### config.mk
export PLATFORM = sky130hd
export DESIGN_NAME = local_cycle_control
export DESIGN_NICKNAME = d
export VERILOG_FILES = /design/src/rtl/local_cycle_control_pkg.sv /design/src/rtl/local_cycle_control_cycle_timer.sv /design/src/rtl/local_cycle_control.sv
export SDC_FILE = /design/constraint.sdc
export NUM_CORES = 1
export LEC_CHECK = 0
export BUFFER_PORTS_ARGS = -buffer_cell sky130_fd_sc_hd__buf_2
export CAP_MARGIN = 20
export CORE_MARGIN = 5
export CORE_UTILIZATION = 56
export DETAILED_ROUTE_END_ITERATION = 10
export GPL_ROUTABILITY_DRIVEN = 1
export GPL_TIMING_DRIVEN = 0
export PLACE_DENSITY = 0.8
export SLEW_MARGIN = 0
export SYNTH_ARGS = -nofsm -noshare
export SYNTH_HDL_FRONTEND = slang
export SYNTH_HIERARCHICAL = 1
export SYNTH_SLANG_ARGS = --single-unit
export TNS_END_PERCENT = 5
### constraint.sdc
create_clock -name clock -period 2 [get_ports clock]
set_input_delay 0.3 -clock clock [delete_from_list [all_inputs] [get_ports clock]]
set_output_delay 0.3 -clock clock [all_outputs]
set_load 0.005 [all_outputs]
### src/rtl/local_cycle_control_pkg.sv
// local_cycle_control_pkg: shared encodings for the k30p local bus-cycle terminator
package local_cycle_control_pkg;
  localparam logic ACTIVE   = 1'b0;
  localparam logic INACTIVE = 1'b1;
  localparam logic [1:0] DSACK_32   = 2'b00;
  localparam logic [1:0] DSACK_16   = 2'b01;
  localparam logic [1:0] DSACK_8    = 2'b10;
  localparam logic [1:0] DSACK_NONE = 2'b11;
  localparam logic [2:0] ST_IDLE = 3'd0;
  localparam logic [2:0] ST_WAIT = 3'd1;
  localparam logic [2:0] ST_ACK  = 3'd2;
  localparam logic [2:0] ST_BERR = 3'd3;
  localparam logic [2:0] ST_END  = 3'd4;
  typedef enum logic [1:0] {DEV_RAM, DEV_ROM, DEV_SERIAL} dev_e;
  function automatic logic [1:0] dev_dsack(input dev_e d, input logic rom16);
    return d == DEV_RAM ? DSACK_32 : d == DEV_ROM ? (rom16 ? DSACK_16 : DSACK_32) : DSACK_8;
  endfunction
endpackage

### src/rtl/local_cycle_control_cycle_timer.sv
// local_cycle_control_cycle_timer: loadable wait-state down-counter with zero flag
module local_cycle_control_cycle_timer (
  input  logic       clk,
  input  logic       rst,
  input  logic       load_i,
  input  logic [3:0] value_i,
  output logic       zero_o
);
  logic [3:0] count_q;
  always_ff @(posedge clk)
    count_q <= rst ? 4'd0 : load_i ? value_i : count_q - {3'd0, count_q != 4'd0};
  assign zero_o = count_q == 4'd0;
endmodule

### src/rtl/local_cycle_control.sv
// local_cycle_control: wait-state insertion and DSACK/BERR termination for local 68030 peripherals
module local_cycle_control
  import local_cycle_control_pkg::*;
#(
  parameter int unsigned RAM_WAIT    = 1,
  parameter int unsigned ROM_WAIT    = 3,
  parameter int unsigned SERIAL_WAIT = 6,
  parameter int unsigned TIMEOUT     = 64,
  parameter bit          ROM_16BIT   = 1'b1
) (
  input  logic       clock,
  input  logic       reset,
  input  logic       cpu_as,
  input  logic       cpu_ds,
  input  logic       request_ram,
  input  logic       request_rom,
  input  logic       request_serial,
  input  logic       request_vme,
  input  logic       request_unmapped,
  output logic [1:0] cpu_dsack,
  output logic       cpu_berr,
  output logic       serial_cs
);
  logic [2:0] state_q, state_d;
  dev_e       dev_q, dev_d, dev_sel;
  logic [6:0] tmo_q, tmo_d;
  logic [1:0] dsack_q, dsack_d;
  logic       berr_q, berr_d, cs_q, cs_d;
  logic [3:0] wait_sel;
  logic       local_req, load, wait_zero;
  assign local_req = !(request_ram & request_rom & request_serial);
  assign dev_sel   = !request_ram ? DEV_RAM : !request_rom ? DEV_ROM : DEV_SERIAL;
  assign wait_sel  = !request_ram ? 4'(RAM_WAIT) : !request_rom ? 4'(ROM_WAIT) : 4'(SERIAL_WAIT);
  assign load      = state_q == ST_IDLE && !cpu_as && request_unmapped && local_req;
  local_cycle_control_cycle_timer u_timer (
    .clk    (clock),
    .rst    (reset),
    .load_i (load),
    .value_i(wait_sel),
    .zero_o (wait_zero)
  );
  always_comb begin
    state_d = state_q;
    dev_d   = dev_q;
    tmo_d   = 7'd0;
    dsack_d = dsack_q;
    berr_d  = INACTIVE;
    cs_d    = cs_q;
    case (state_q)
      ST_IDLE: if (!cpu_as) begin
        if (!request_unmapped) state_d = ST_BERR;
        else if (local_req) begin
          state_d = ST_WAIT;
          dev_d   = dev_sel;
          cs_d    = dev_sel == DEV_SERIAL ? ACTIVE : INACTIVE;
        end
        else if (!request_vme) state_d = ST_END;
        else if (tmo_q == 7'(TIMEOUT - 1)) state_d = ST_BERR;
        else tmo_d = tmo_q + 7'd1;
      end
      ST_WAIT: if (cpu_as) begin
        state_d = ST_IDLE;
        cs_d    = INACTIVE;
      end else if (wait_zero && !cpu_ds) begin
        state_d = ST_ACK;
        dsack_d = dev_dsack(dev_q, ROM_16BIT);
      end
      ST_BERR: begin
        berr_d  = ACTIVE;
        state_d = ST_END;
      end
      ST_ACK, ST_END: if (cpu_as) begin
        state_d = ST_IDLE;
        dsack_d = DSACK_NONE;
        cs_d    = INACTIVE;
      end else state_d = ST_END;
      default: state_d = ST_END;
    endcase
  end
  always_ff @(posedge clock) begin
    if (reset) begin
      state_q <= ST_END;
      dev_q   <= DEV_RAM;
      tmo_q   <= 7'd0;
      dsack_q <= DSACK_NONE;
      berr_q  <= INACTIVE;
      cs_q    <= INACTIVE;
    end else begin
      state_q <= state_d;
      dev_q   <= dev_d;
      tmo_q   <= tmo_d;
      dsack_q <= dsack_d;
      berr_q  <= berr_d;
      cs_q    <= cs_d;
    end
  end
  assign cpu_dsack = dsack_q;
  assign cpu_berr  = berr_q;
  assign serial_cs = cs_q;
endmodule
### Yosys cells after proc, flatten, opt, wreduce, memory -nomap -nowiden

Cells that the tools add are included.

* flip-flop bits (word level): 20
* bits in latches: 0
* bits in writable memories: 0
* memory bits (read-only): 0
* input port bits: 9
* output and inout port bits: 4
* logic and storage cells: 79
* memories: 0

* $add $sub $neg: 2
* multiply operators: 0
* div/mod/pow operators: 0
* order comparisons: 0
* equality and inequality tests: 16
* shift operators: 0
* mux-type cells: 27
* bitwise logic cells: 7
* reduce and logical (&&, ||, !) cells: 20

Operators with widths (count)
* 2-to-1 mux 3 bit: 10
* 2-to-1 mux 2 bit: 7
* != test 2 bit (second input constant): 6
* one-hot mux 3 bit (3 select lines): 1
* AND reduction 4 bit: 2
* adder 7 x 1 -> 7 bit (second input constant): 1
* equality test 7 x 6 -> 1 bit (second input constant): 1
* OR reduction 7 bit: 1
* equality test 3 x 2 -> 1 bit (second input constant): 2
* 2-to-1 mux 1 bit: 6
* != test 5 x 4 -> 1 bit (second input constant): 1
* NOT 1 bit: 5
* AND reduction 5 bit: 1
* logical AND 1 bit: 4
* zero test 4 bit: 1
* 2-to-1 mux 4 bit: 1
* one-hot mux 2 bit (2 select lines): 1
* nonzero test 2 bit: 2
* nonzero test 4 bit: 1
* subtractor 4 x 1 -> 4 bit: 1
* equality test 3 x 1 -> 1 bit (second input constant): 1
* equality test 3 bit (second input constant): 1
* zero test 1 bit: 3
* zero test 3 bit: 1
* other kinds (10): 11

### Depth between registers and ports, before layout

* depth in word-level cells: 8
* depth in mapped cells: 7
* mapped depth without buffers: 6

### Modules after synthesis

The synthesis kept the hierarchy.

Modules (own cells, without submodules)
* local_cycle_control: times used 1, cells an instance 94, area each 868.3 um^2, sequential area each 320.3 um^2
* local_cycle_control_cycle_timer: times used 1, cells an instance 25, area each 211.5 um^2, sequential area each 80.1 um^2

### Least setup slack after synthesis

No wires, ideal clock.

* path kind: register -> register
* start point: register u_timer.count_q[1]
* end point: register u_timer.count_q[2]
* setup time: 114 ps
* arrival: 1517 ps
* required time: 1886 ps
* path slack: 369 ps
* cell stages (with the launch flop): 7
* path buffers: 0
* period minus slack after synthesis: 1631 ps
* cells stage by stage: dfxtp_1 -> or4_4 -> ha_1 -> ha_1 -> xor2_1 -> mux2i_1 -> nor2_1

* longest elaborated chain between the ends: 3

RTL lines
* start: declaration: line local_cycle_control_cycle_timer.sv:9 `logic [3:0] count_q;`
* start signal: assignment: line local_cycle_control_cycle_timer.sv:11 `count_q <= rst ? 4'd0 : load_i ? value_i : count_q - {3'd0, count_q != 4'd0};`
* nonzero test 4 bit: line local_cycle_control_cycle_timer.sv:11
* subtractor 4 x 1 -> 4 bit *: line local_cycle_control_cycle_timer.sv:11
* 2-to-1 mux 4 bit *: line local_cycle_control_cycle_timer.sv:11

Every way passes the cells marked *; elsewhere a longest branch is shown, timed or not.
A chain may end at the register's enable or synchronous reset.

### Worst setup path after layout

* start point: register state_q[2]
* end point: register u_timer.count_q[2]

* longest elaborated chain between the ends: 5

RTL lines
* start: declaration: line local_cycle_control.sv:24 `logic [2:0] state_q, state_d;`
* start signal: assignment: line local_cycle_control.sv:89 `state_q <= state_d;`
* zero test 3 bit: line local_cycle_control.sv:34 `assign load = state_q == ST_IDLE && !cpu_as && request_unmapped && local_req;`
* logical AND 1 bit (3 in series): line local_cycle_control.sv:34
* named net load: line local_cycle_control.sv:30 `logic local_req, load, wait_zero;`
* 2-to-1 mux 4 bit: line local_cycle_control_cycle_timer.sv:11

The timed path passes the listed nets, and every way through them passes these cells.

==> results.tsv <==
metric	value	unit
status	finished clean	
cts_max_level	1	
worstSetupPathType	reg -> reg	
die_h	53.9	microns
crit_required	2190	ps
synth_top_area_share	37.1	%
yosys-top-cells-count	dfxtp_1, nor2_1, inv_1, nand3_1, nor3_1	
layout-drive-gt1-share	20.1	%
via_per_inst	5.64	
worstPathCellList	buf_6 > or3_4 > a211oi_1 > clkbuf_1 > mux2i_1 > nor2_1	
cp-start-kind	flop	
fin_skew	10.3	ps
worst-r2r-setup-slack	230	ps
power.leakage	0.000471	uW
grt.total_usage	16.4	%
gr-total-overflow	0	
synth_area_per_cell	9.07	sq um
synthTopCellsByArea	dfxtp_1, xor2_1, nor2_1	
slew_headroom	64.3	%
worstReg2RegStart	state_q[2]$_SDFFE_PP1P_	
initial_core_util	60.6	%
synth_most_common_cell	dfxtp_1	
ys_ff_latch	20	
critPathLaunch	state_q[2]$_SDFFE_PP1P_	
drv_cap	0	
setup_viol	0	
synth-edff-count	0	
holdCritPathClass	in -> reg	
ys_seq_area_share	37.1	%
place.gp.congestion	0.776	
dpl_worst_slack	254	ps
cts_tree	yes	
dieArea	2910	sq um
nNetsFinal	148	
core_area	1780	sq um
drcViolationCount	0	
die_w	53.9	microns
ioPinCount	13	
cts_made_buffers	3	
p_per_area	816	nW/um^2
dpl.hpwl	1540	microns
setup_slack	229	ps
drv_slew	0	
reg2reg_to	u_timer/count_q[2]$_SDFF_PP0_	
max-vdd-ir-drop	0.000444	V
min_period	1770	ps
synth_simple_gate_area_share	29.7	%
end_kind	flop	
grt_pass1_wl	3550	microns
cts_resized	0	
ys_warn_count	6	
grt_max_degree	11	
drt-total-wl	2030	microns
cts_sinks	20	
post_cts_buffers	0	
grt_pass1_vias	839	
synth_mux_area_share	0.927	%
r2r_cells	6	
fin_setup_tns	0	ps
rsz0062_at_grt	no	
synth_ff_type	dfxtp_1	
synthToLayoutAreaGrowth	10.5	%
syn_inst	119	
antenna_cells	0	
worstPathArrival	1960	ps
num-fill-cells	156	
crit_end	u_timer/count_q[2]$_SDFF_PP0_	
synth_xor_area_share	4.87	%
drtAntennaViolNets	0	
synth.largest_area_cell	dfxtp_1	
cp_slowest_cell	or3_4	
synth-compound-area-share	16.6	%
placementRows	15	
hold_viol	0	
cp_max_fo	10	
clk_latency	290	ps
hold_buffers	0	
synthArstFlopShare	0	%
yosys.area_share.adder	4.40	%
drtIter0Drc	22	
cp_slowest_stage_delay	400	ps
syn_nets	131	
min_period_over_period	88.5	%
max_freq	565	MHz
clockBufferDepth	2	
antenna_found_initial	0	
synth_top_family_by_area	simple AND/OR/NAND/NOR gates	
vias	897	
worst_slew_pin_slew	531	ps
syn-cell-area	1080	sq um
port-buffer-count	12	
clk_pin_slew	110	ps
firstDrtPassIters	4	
root_buffer	clkbuf_4	
wl_per_cell	12.7	microns
ys_types	45	
==> placed cells by master (no fill, tap or decap), types with 3 or more instances in the layout <==
cell / n
xor2_1: 5
nor3_1: 6
clkbuf_4: 3
o21ai_0: 3
a21oi_1: 4
inv_1: 6
nand3_1: 6
nand2_1: 4
nand2b_1: 4
dfxtp_1: 20
buf_2: 14
a211oi_1: 3
ha_1: 3
nor2_1: 11
nor2b_1: 3
==> kinds of logic after synthesis <==
kind of cell / after synthesis
xor gates and xnor gates: 6
AOI/OAI and AO/OA: 24
adders and majority gates: 4
muxes: 1
other: 1
buffers and inverters: 13
DFF: 20
and+or+nand+nor: 50
==> how the worst min path moves through the flow <==
stage | from | to | cells past startpoint
2_1_floorplan | reset | u_timer/count_q[0]$_SDFF_PP0_ | 1
3_3_place_gp | tmo_q[0]$_SDFF_PP0_ | tmo_q[0]$_SDFF_PP0_ | 1
4_1_cts | reset | u_timer/count_q[0]$_SDFF_PP0_ | 2
3_5_place_dp | tmo_q[0]$_SDFF_PP0_ | tmo_q[0]$_SDFF_PP0_ | 1
5_1_grt | reset | u_timer/count_q[0]$_SDFF_PP0_ | 2
6_report | reset | u_timer/count_q[0]$_SDFF_PP0_ | 2
==> routing by layer <==
metal	wire length [microns]	vias to the layer above	track usage, %	share of wire (%)
met5	0	-	0	0
met4	17	0	7.66	0.84
met3	88	2	2.49	4.3
met2	932	20	25.0	46
met1	988	414	22.6	49
li1	-	461	-	-
==> worst max-delay path, delay by kind of cell, from the launching register on <==
family	cells	cell delay, ps
simple gates	2	450
buf+inv	2	440
flops	1	360
mux	1	240
compound gates	1	180
==> through the flow <==
stage / total power [uW] / cells / instance area (sq um) / util (%) / hold slack [ps]
finish: 975 / 159 / 1190 / 66.9 / 224
global route: 1060 / 159 / 1190 / 66.9 / 208
CTS: 982 / 159 / 1190 / 66.9 / 214
detailed placement: 795 / 156 / 1170 / 65.7 / 458
global placement: 781 / 156 / 1170 / 65.7 / 452
floorplan: 726 / 119 / 1080 / - / 372
==> registers in the layout, indices dropped and copies added (netlist names) <==
signal / count
tmo_q: 7
u_timer/count_q: 4
state_q: 3
cpu_berr: 1
dev_q: 2
cpu_dsack: 2
serial_cs: 1
==> power breakdown <==
| part | internal [uW] | switching (uW) |
|---|---|---|
| registers | 437 | 27.4 |
| logic | 157 | 167 |
| clock network | 70.0 | 116 |
==> cell type report <==
class | instances | area (sq um) | share of cell area [%]
Tap cell | 25 | 31.3 | 2.62
Multi-Input combinational cell | 86 | 613 | 51.4
Clock buffer | 3 | 22.5 | 1.89
Timing Repair Buffer | 12 | 60.1 | 5.03
Sequential cell | 20 | 400 | 33.5
Inverter | 7 | 26.3 | 2.20
Buffer | 6 | 40.0 | 3.35
Power figures use the tool's default switching activity.
